<file path="src/rtl/pc_unit_if.sv">
// Purpose : control/status bundle between the control unit and the program-counter unit.
// Ports   : master drives stall/branch/jump/call/ret and targets, observes pc/pc_plus/RAS status;
//           slave (pc_unit) receives the controls and drives the status.
interface pc_unit_if #(
   parameter int unsigned WIDTH     = 32,
   parameter int unsigned RAS_DEPTH = 4
);
   localparam int unsigned CNT_W = $clog2(RAS_DEPTH) + 1;

   logic             stall;
   logic             branch_taken;
   logic [WIDTH-1:0] branch_target;
   logic             jump;
   logic             call;
   logic             ret;
   logic [WIDTH-1:0] jump_target;
   logic [WIDTH-1:0] pc;
   logic [WIDTH-1:0] pc_plus;
   logic [CNT_W-1:0] ras_count;
   logic             ras_overflow;
   logic             ras_underflow;

   modport master (
      output stall, branch_taken, branch_target, jump, call, ret, jump_target,
      input  pc, pc_plus, ras_count, ras_overflow, ras_underflow
   );

   modport slave (
      input  stall, branch_taken, branch_target, jump, call, ret, jump_target,
      output pc, pc_plus, ras_count, ras_overflow, ras_underflow
   );
endinterface

</file>
<file path="src/rtl/pc_unit.sv">
// Purpose : program counter with fixed-priority next-pc selection, stall and a
//           circular return-address stack for call/ret.
// Ports   : clk, reset (synchronous, active-high);
//           bus (pc_unit_if.slave): stall, branch_taken/branch_target, jump, call, ret,
//           jump_target in; pc (registered), pc_plus (pc + STEP, combinational),
//           ras_count, sticky ras_overflow / ras_underflow out.
module pc_unit #(
   parameter int unsigned      WIDTH        = 32,
   parameter int unsigned      STEP         = 4,
   parameter logic [WIDTH-1:0] RESET_VECTOR = '0,
   parameter int unsigned      RAS_DEPTH    = 4
) (
   input logic      clk,
   input logic      reset,
   pc_unit_if.slave bus
);
   localparam int unsigned PTR_W = $clog2(RAS_DEPTH);
   localparam int unsigned CNT_W = PTR_W + 1;

   logic [WIDTH-1:0] pc_q, pc_d, pc_plus;
   logic [PTR_W-1:0] ptr_q, ptr_d, top_idx;
   logic [CNT_W-1:0] cnt_q, cnt_d;
   logic             ovf_q, ovf_d, unf_q, unf_d;
   logic             push;
   logic [WIDTH-1:0] ras_mem [RAS_DEPTH];

   assign pc_plus = pc_q + WIDTH'(STEP);
   // Pointer addresses the next free slot; the newest entry sits just below it.
   assign top_idx = ptr_q - PTR_W'(1);

   // Next-state selection: ret > call > jump > branch > sequential, all frozen by stall.
   always_comb begin
      pc_d  = pc_q;
      ptr_d = ptr_q;
      cnt_d = cnt_q;
      ovf_d = ovf_q;
      unf_d = unf_q;
      push  = 1'b0;
      if (!bus.stall) begin
         if (bus.ret) begin
            if (cnt_q != '0) begin
               pc_d  = ras_mem[top_idx];
               ptr_d = top_idx;
               cnt_d = cnt_q - CNT_W'(1);
            end else begin
               pc_d  = pc_plus;
               unf_d = 1'b1;
            end
         end else if (bus.call) begin
            push  = 1'b1;
            pc_d  = bus.jump_target;
            // Power-of-two depth: pointer wraps onto the oldest entry when full.
            ptr_d = ptr_q + PTR_W'(1);
            if (cnt_q == CNT_W'(RAS_DEPTH)) begin
               ovf_d = 1'b1;
            end else begin
               cnt_d = cnt_q + CNT_W'(1);
            end
         end else if (bus.jump) begin
            pc_d = bus.jump_target;
         end else if (bus.branch_taken) begin
            pc_d = bus.branch_target;
         end else begin
            pc_d = pc_plus;
         end
      end
   end

   // State register; reset overrides stall and any pending push/pop.
   always_ff @(posedge clk) begin
      if (reset) begin
         pc_q  <= RESET_VECTOR;
         ptr_q <= '0;
         cnt_q <= '0;
         ovf_q <= 1'b0;
         unf_q <= 1'b0;
      end else begin
         pc_q  <= pc_d;
         ptr_q <= ptr_d;
         cnt_q <= cnt_d;
         ovf_q <= ovf_d;
         unf_q <= unf_d;
      end
   end

   // RAS storage; contents are not cleared by reset, only the pointer/count are.
   always_ff @(posedge clk) begin
      if (push && !reset) begin
         ras_mem[ptr_q] <= pc_plus;
      end
   end

   assign bus.pc            = pc_q;
   assign bus.pc_plus       = pc_plus;
   assign bus.ras_count     = cnt_q;
   assign bus.ras_overflow  = ovf_q;
   assign bus.ras_underflow = unf_q;
endmodule

</file>
<file path="src/flat_wrapper.sv">
// flat-port wrapper written by rule: the top's interface ports become plain ports
module pc_unit_flat 
#(
   parameter int unsigned      WIDTH        = 32,
   parameter int unsigned      STEP         = 4,
   parameter logic [WIDTH-1:0] RESET_VECTOR = '0,
   parameter int unsigned      RAS_DEPTH    = 4
)
  (clk, reset, bus_stall, bus_branch_taken, bus_branch_target, bus_jump, bus_call, bus_ret, bus_jump_target, bus_pc, bus_pc_plus, bus_ras_count, bus_ras_overflow, bus_ras_underflow);
  pc_unit_if #(.WIDTH(WIDTH), .RAS_DEPTH(RAS_DEPTH)) bus_i ();
  input logic clk;
  input logic reset;
  input wire logic [$bits(bus_i.stall)-1:0] bus_stall;
  input wire logic [$bits(bus_i.branch_taken)-1:0] bus_branch_taken;
  input wire logic [$bits(bus_i.branch_target)-1:0] bus_branch_target;
  input wire logic [$bits(bus_i.jump)-1:0] bus_jump;
  input wire logic [$bits(bus_i.call)-1:0] bus_call;
  input wire logic [$bits(bus_i.ret)-1:0] bus_ret;
  input wire logic [$bits(bus_i.jump_target)-1:0] bus_jump_target;
  output wire logic [$bits(bus_i.pc)-1:0] bus_pc;
  output wire logic [$bits(bus_i.pc_plus)-1:0] bus_pc_plus;
  output wire logic [$bits(bus_i.ras_count)-1:0] bus_ras_count;
  output wire logic [$bits(bus_i.ras_overflow)-1:0] bus_ras_overflow;
  output wire logic [$bits(bus_i.ras_underflow)-1:0] bus_ras_underflow;
  assign bus_i.stall = bus_stall;
  assign bus_i.branch_taken = bus_branch_taken;
  assign bus_i.branch_target = bus_branch_target;
  assign bus_i.jump = bus_jump;
  assign bus_i.call = bus_call;
  assign bus_i.ret = bus_ret;
  assign bus_i.jump_target = bus_jump_target;
  assign bus_pc = bus_i.pc;
  assign bus_pc_plus = bus_i.pc_plus;
  assign bus_ras_count = bus_i.ras_count;
  assign bus_ras_overflow = bus_i.ras_overflow;
  assign bus_ras_underflow = bus_i.ras_underflow;
  pc_unit #(.WIDTH(WIDTH), .STEP(STEP), .RESET_VECTOR(RESET_VECTOR), .RAS_DEPTH(RAS_DEPTH)) u_core (.clk(clk), .reset(reset), .bus(bus_i));
endmodule
</file>
<file path="config.mk">
export PLATFORM = sky130hd
export DESIGN_NAME = pc_unit_flat
export DESIGN_NICKNAME = d
export VERILOG_FILES = /design/src/rtl/pc_unit_if.sv /design/src/rtl/pc_unit.sv /design/src/flat_wrapper.sv
export SDC_FILE = /design/constraint.sdc
export NUM_CORES = 1
export LEC_CHECK = 0
export ABC_CLOCK_PERIOD_IN_PS = 2900
export CAP_MARGIN = 10
export CORE_MARGIN = 2
export CORE_UTILIZATION = 50
export CTS_BUF_LIST = sky130_fd_sc_hd__clkbuf_4
export DETAILED_ROUTE_END_ITERATION = 10
export PLACE_DENSITY = 0.9
export SLEW_MARGIN = 25
export SYNTH_ARGS = -nofsm -noshare
export SYNTH_HDL_FRONTEND = slang
export SYNTH_SLANG_ARGS = --single-unit
</file>
<file path="constraint.sdc">
create_clock -name clk -period 2.9 [get_ports clk]
set_input_delay 0.725 -clock clk [delete_from_list [all_inputs] [get_ports clk]]
set_output_delay 0.725 -clock clk [all_outputs]
set_load 0.005 [all_outputs]
</file>
==> impl_results.md, run 1 <==
- Status: finished with violations
- Failing checks: design-rule violations, negative setup slack
- Most frequent CP cell: buf_6
- Tcrit/Tclk final: 1.11
- FILL cells: 918
- Syn-to-layout area delta: 48.5%
- Number of synthesized flops with an enable pin: 128
- WL/cell: 30.9 um
- Tmin final: 3230 ps
- Via count: 8667
- Endpoints failing hold: 0
- CTS tree: built
- P per Cell Area: 451 nW/um2
- Clock transition at the registers of the reported paths: 140 ps
- Routed Antenna Nets: 0
- Area post-placement: 10500 um2
- Critical path's slowest cell: or4_4
- Hold/Removal Path Class: register to register
- Core ar.: 16000 um2
- Worst setup SP type: register
- Post-synthesis net count: 736
- Gr usage total: 0.363
- Final setup viols: 27
- Worst vdd rail ir drop: 0.000378 V
- Sw frac: 0.311
- Pre-antenna DRT Iters: 11
- Critical Path Fanout Max: 3
- Comb power frac: 0.260
- Die W: 132 um
- Leak pwr: 4.58 nW
- FF+latch count, synth: 167
- Commonest non-fill, non-tap cells in the layout: 158 x buf_4, 128 x edfxtp_1, 113 x clkdlybuf4s50_1
- # diodes: 0
- Post-DP HPWL: 18300 um
- GRT overflow: 0
- Max clock buf depth: 2
- Clock root buffer: clkbuf_4
- Fin. max-slew vios: 0
- Clk pwr share: 0.241
- R2r setup slk: -280 ps
- # IOs: 140
- Share of the synthesized area in the top cell type: 0.468
- CP arrival: 2500 ps
- Worst setup EP type: output port
- Row cnt: 46
- Unique masters post-synth: 68
- Internal Power: 3.80 mW
- Top_reg_cell synth: edfxtp_1
- Post-synthesis sequential area ratio: 0.562
- Clock H-tree levels: 4
- Nets: 1047
- Layout cell share with drive strength beyond 1: 0.401
- Critical Setup Path Class: register to output port
- Initial Util: 0.514
- Final Wtd Congestion: 0.935
- Die Ht: 132 um
- Initial antenna violation count: 2
- Post-route cell area: 12200 um2
- Worst Tran Pin Value: 752 ps
- First-pass GRT wire length: 47700 um
- Dpl cells: 1057
- Post-Syn Instances: 659
- Clk_lat worst skew: 660 ps
- Finished Layout Cells: 1198
- Slowest stage delay, CP: 530 ps
- Die area: 17500 um2
- IO buf count: 139
- DR iter-0 viols: 1736
- Worst Slack Setup Final: -328 ps
- Pin count of the biggest net entering global routing: 36
- RSZ-0062 raised after global routing: true
- Max-cap viol count: 0
- Synth area leaders: edfxtp_1 47%, dfxtp_1 9.5%, mux4_2 8.8%
- Worst Clk Skew: 43.5 ps
- Post-Place Setup Slack: 24.0 ps
- Vias in the first global route: 8274
- Yosys warnings: 0
- DRC: 11
- CTS Sinks: 167
- Detailed Route WL: 37000 um
- Register share of total power: 0.499
- Ys async rst share: 0
- Vias/cell: 7.23
- Total CTS buffers: 17
- CP Cell Sequence: and4_4 > nand4_1 > buf_6 > buf_6 > or4_4 > nand2_4 > buf_6
- Commonest non-fill, non-tap cell in the layout: buf_4
- Hold Buf Count CTS: 0
- Post-Synthesis Cell Area: 8220 um2
- Worst Path Required: 2170 ps
- NetSw: 1.71 mW
- Fmax: 310 MHz
- Syn_area_per_cell: 12.5 um2
- Post-synth top area cell: edfxtp_1
- Slew HR: 0.499
-- final timing paths --
| kind | startpoint | to | cells past startpoint |
|---|---|---|---|
| max | u_core.bus.pc[20]$_SDFFE_PP0N_ | bus_pc_plus[25] | 7 |
| min | u_core.bus.ras_overflow$_SDFFE_PP0P_ | u_core.bus.ras_overflow$_SDFFE_PP0P_ | 1 |
| max reg2reg | u_core.bus.pc[2]$_SDFFE_PP0N_ | u_core.bus.pc[19]$_SDFFE_PP0N_ | 20 |
| min reg2reg | u_core.bus.ras_overflow$_SDFFE_PP0P_ | u_core.bus.ras_overflow$_SDFFE_PP0P_ | 1 |
-- layout make-up --
type	instances	area, um2	area share
clock inverter	10	83.8	0.00687
clock buffer	21	158	0.0129
inverter	19	71.3	0.00584
tap	216	270	0.0221
multi-input combinational	424	3870	0.317
timing repair buffer	341	3090	0.254
sequential	167	4660	0.382
-- Yosys cell counts, types with 6 or more instances --
| library cell | instances |
|---|---|
| or2_2 | 7 |
| o21a_1 | 9 |
| a221oi_1 | 15 |
| a21oi_1 | 30 |
| nand2_1 | 54 |
| xor2_1 | 7 |
| and3_1 | 8 |
| buf_2 | 9 |
| and4_1 | 7 |
| nor3_1 | 13 |
| a31oi_1 | 11 |
| buf_1 | 6 |
| dfxtp_1 | 39 |
| inv_1 | 16 |
| mux4_2 | 32 |
| a221o_1 | 7 |
| clkbuf_1 | 28 |
| nand3_1 | 17 |
| a21o_1 | 7 |
| edfxtp_1 | 128 |
| a211oi_1 | 10 |
| nand4_1 | 10 |
| nand2b_1 | 6 |
| o21ai_0 | 45 |
| xnor2_1 | 13 |
| nor2_1 | 25 |
-- power groups by stage --
stage | Clock [mW] | Sequential (mW) | Combinational (mW)
6_report | 1.33 | 2.75 | 1.43
5_1_grt | 1.38 | 2.75 | 1.47
4_1_cts | 1.25 | 2.72 | 1.22
3_5_place_dp | 0 | 2.77 | 1.16
3_3_place_gp | 0 | 2.76 | 1.13
2_1_floorplan | 0 | 2.78 | 0.560
-- cell families (layout without fill, tap and decap cells) --
group | Yosys count | in the layout | share of synthesized area
buffers and inverters | 69 | 391 | 0.0359
muxes | 36 | 36 | 0.0925
and+or+nand+nor | 178 | 179 | 0.123
AOI/OAI and AO/OA | 183 | 183 | 0.155
xor gates and xnor gates | 20 | 20 | 0.0213
adders and majority gates | 6 | 6 | 0.0100
DFF | 167 | 167 | 0.562
-- flip-flops by register name, indices dropped and copies added, names as in the netlist --
register                  cells
u_core.ras_mem              128
u_core.bus.pc                32
u_core.bus.ras_count          3
u_core.ptr_q                  2
u_core.bus.ras_overflow       1
u_core.bus.ras_underflow      1
-- repair_timing --
action                     4_1_cts  5_1_grt
cloned                           2        0
resized for setup              198       67
setup endpoints to repair       28       29
pin swaps                       47       38
setup buffers                   70       43
-- layer usage --
layer	wire (um)	GRT usage
met1	11100	0.417
met2	16200	0.586
met3	5890	0.107
met4	3810	0.253
met5	26	0
-- critical path, delay by kind of cell, from the launching register on --
| kind | cells | cell delay [ps] |
|---|---|---|
| and+or+nand+nor | 4 | 1050 |
| DFF | 1 | 410 |
| buffers and inverters | 3 | 390 |
-- metrics by stage --
step                hold WS, ps  power, mW  TNS (ps)  utilization
finish                      497       5.51     -4530        0.763
global route                529       5.60     -5200        0.763
CTS                         495       5.19     -1260        0.729
detailed placement          473       3.93         0        0.653
global placement            460       3.89         0        0.653
floorplan                   456       3.34         0            -
(Power assumes the default switching activity.)
==> run 2, diff against run 1 <==
--- a/config.mk
+++ b/config.mk
@@ -8,11 +8,13 @@
 export ABC_CLOCK_PERIOD_IN_PS = 2900
 export CAP_MARGIN = 10
 export CORE_MARGIN = 2
-export CORE_UTILIZATION = 50
+export CORE_UTILIZATION = 40
 export CTS_BUF_LIST = sky130_fd_sc_hd__clkbuf_4
 export DETAILED_ROUTE_END_ITERATION = 10
-export PLACE_DENSITY = 0.9
+export MAX_ROUTING_LAYER = met4
+export PLACE_DENSITY = 0.76
 export SLEW_MARGIN = 25
 export SYNTH_ARGS = -nofsm -noshare
 export SYNTH_HDL_FRONTEND = slang
 export SYNTH_SLANG_ARGS = --single-unit
+export TNS_END_PERCENT = 20
==> run 2 against run 1 <==
Compared with the run above:
- the flow finishes with violations (negative setup slack)
- largest cell class unchanged
- highest routed layer is now met4
- total power down 1.2%
- global-route usage decreased by 10 points
- cell area is 4.7% lower
- worst setup slack improved by 240 ps
==> impl_results.md, run 2 (same netlist as run 1, synthesis figures left out) <==
- CTS Sinks: 167 (unchanged)
- Via count: 7194 (was 8667)
- Worst Slack Setup Final: -91.9 ps (was -328 ps)
- Initial antenna violation count: 2 (unchanged)
- CP Cell Sequence: buf_6 > and4_4 > buf_4 > nand4_1 > xor2_2 > inv_1 > dlygate4sd2_1 (was and4_4 > nand4_1 > buf_6 > buf_6 > or4_4 > nand2_4 > buf_6)
- Die area: 21700 um2 (was 17500 um2)
- Commonest non-fill, non-tap cell in the layout: edfxtp_1 (was buf_4)
- RSZ-0062 raised after global routing: true (unchanged)
- Clock transition at the registers of the reported paths: 130 ps (was 140 ps)
- Clk_lat worst skew: 590 ps (was 660 ps)
- Leak pwr: 4.21 nW (was 4.58 nW)
- Fmax: 334 MHz (was 310 MHz)
- Worst vdd rail ir drop: 0.000286 V (was 0.000378 V)
- Hold/Removal Path Class: register to register (unchanged)
- Pin count of the biggest net entering global routing: 36 (unchanged)
- Hold depth: 1 (unchanged)
- Largest Register: u_core.ras_mem (unchanged)
- Vias in the first global route: 7223 (was 8274)
- Final Hold Slack: 509 ps (was 497 ps)
- Clk pwr share: 0.267 (was 0.241)
- Top Usage Layer GRT: met2 (unchanged)
- Final setup viols: 11 (was 27)
- Stages on the worst setup path: 7 (unchanged)
- Cell family with most CP delay: buffers and inverters (was simple AND/OR/NAND/NOR gates)
- CP arrival: 2270 ps (was 2500 ps)
- Tmin final: 2990 ps (was 3230 ps)
- Commonest non-fill, non-tap cells in the layout: 128 x edfxtp_1, 113 x clkdlybuf4s50_1, 103 x buf_4 (was 158 x buf_4, 128 x edfxtp_1, 113 x clkdlybuf4s50_1)
- Critical Path Fanout Max: 5 (was 3)
- Failing checks: negative setup slack (was design-rule violations, negative setup slack)
- Die W: 147 um (was 132 um)
- DRC: 0 (was 11)
- Status: finished with violations (unchanged)
- IO buf count: 139 (unchanged)
- Comb power frac: 0.232 (was 0.260)
- Slowest stage delay, CP: 380 ps (was 530 ps)
- Layout cell share with drive strength beyond 1: 0.337 (was 0.401)
- Worst Path Required: 2170 ps (about the same)
- Die Ht: 147 um (was 132 um)
- Gr usage total: 0.261 (was 0.363)
- Worst setup EP type: output port (unchanged)
- Clock root buffer: clkbuf_4 (unchanged)
- Met1 GRT Util: 0.321 (was 0.417)
- Final Wtd Congestion: 0.901 (was 0.935)
- Clock H-tree levels: 4 (unchanged)
- Detailed Route WL: 27600 um (was 37000 um)
- WL/cell: 23.3 um (was 30.9 um)
- Tcrit/Tclk final: 1.03 (was 1.11)
- Post-DP HPWL: 18300 um (about the same)
- Bufs and invs on worst path: 4 (was 3)
- Initial Util: 0.406 (was 0.514)
- GR Util met2: 0.412 (was 0.586)
- Critical Setup Path Class: register to output port (unchanged)
- Internal Power: 3.90 mW (was 3.80 mW)
- Nets: 978 (was 1047)
- Max-cap viol count: 0 (unchanged)
- Critical path's slowest cell: dfxtp_2 (was or4_4)
- Finished Layout Cells: 1186 (was 1198)
- Core ar.: 20200 um2 (was 16000 um2)
- Total CTS buffers: 17 (unchanged)
- Dpl cells: 1114 (was 1057)
- Largest register FFs: 128 (unchanged)
- Sw frac: 0.284 (was 0.311)
- GRT overflow: 0 (unchanged)
- NetSw: 1.55 mW (was 1.71 mW)
- Worst Clk Skew: 20.9 ps (was 43.5 ps)
- Endpoints failing hold: 0 (unchanged)
- First-pass GRT wire length: 41300 um (was 47700 um)
- Worst Tran Pin Value: 575 ps (was 752 ps)
- P per Cell Area: 468 nW/um2 (was 451 nW/um2)
- Max clock buf depth: 2 (unchanged)
- R2R cell count: 9 (was 20)
- Row cnt: 52 (was 46)
- # IOs: 140 (unchanged)
- Slew HR: 0.617 (was 0.499)
- Syn-to-layout area delta: 41.5% (was 48.5%)
- Worst setup SP type: register (unchanged)
- Vias/cell: 6.07 (was 7.23)
- Fin. max-slew vios: 0 (unchanged)
- DR iter-0 viols: 929 (was 1736)
- FILL cells: 1609 (was 918)
- CTS tree: built (unchanged)
- GR Util met3: 0.0817 (was 0.107)
- Pre-antenna DRT Iters: 6 (was 11)
- Routed Antenna Nets: 0 (unchanged)
- Register share of total power: 0.501 (was 0.499)
==> run 2: changes by cell type in the layout (fill, tap and decap cells not counted), moves of 3 or more <==
cell,change
nand3_1,+3
dfxtp_2,-5
clkbuf_4,-4
dfxtp_1,+3
dlygate4sd2_1,+5
buf_6,-19
buf_4,-55
==> run 2: cell type report <==
type | instances | area [um2] | share of cell area
sequential | 167 | 4660 | 0.401
timing repair buffer | 272 | 2500 | 0.215
tap | 270 | 338 | 0.0290
clock buffer | 17 | 128 | 0.0110
inverter | 19 | 71.3 | 0.00613
clock inverter | 15 | 176 | 0.0152
antenna | 2 | 5.00 | 0.000430
multi-input combinational | 424 | 3750 | 0.322
==> run 2: power groups by stage <==
stage          clock (mW)  combinational, mW  sequential, mW
2_1_floorplan           0              0.560            2.78
3_3_place_gp            0               1.17            2.76
3_5_place_dp            0               1.18            2.77
4_1_cts              1.46               1.23            2.72
5_1_grt              1.55               1.34            2.73
6_report             1.46               1.26            2.73
==> run 2: worst paths after layout <==
| kind | from | to | slack [ps] |
|---|---|---|---|
| hold reg to reg | u_core.bus.ras_overflow$_SDFFE_PP0P_ | u_core.bus.ras_overflow$_SDFFE_PP0P_ | 510 |
| setup reg to reg | u_core.bus.pc[6]$_SDFFE_PP0N_ | u_core.bus.pc[14]$_SDFFE_PP0N_ | 580 |
| setup / recovery | u_core.bus.pc[2]$_SDFFE_PP0N_ | bus_pc_plus[11] | -90 |
| hold / removal | u_core.bus.ras_overflow$_SDFFE_PP0P_ | u_core.bus.ras_overflow$_SDFFE_PP0P_ | 510 |
==> run 2: what timing repair did <==
item                                    4_1_cts  5_1_grt
cloned                                        1        0
endpoints found under the setup margin       28       26
pin swaps                                    35       22
resized for setup                           171       37
setup buffers                                30        7
hold buffers                                  0        0
==> run 2: stage by stage <==
step	power [mW]	utilization	TNS [ps]	cell area [um2]	worst slack (ps)
2_1_floorplan	3.34	-	0	8220	10.2
3_3_place_gp	3.93	0.522	0	10600	37.8
3_5_place_dp	3.95	0.522	-41.6	10600	-41.6
4_1_cts	5.42	0.568	-1260	11500	-198
5_1_grt	5.63	0.575	-2250	11600	-205
6_report	5.44	0.575	-449	11600	-91.9
==> run 2: routing by layer <==
metal | share of wire | up-vias
met2 | 0.48 | 479
met3 | 0.11 | 85
li1 | - | 3094
met4 | 0.032 | 0
met5 | 0 | -
met1 | 0.38 | 3536
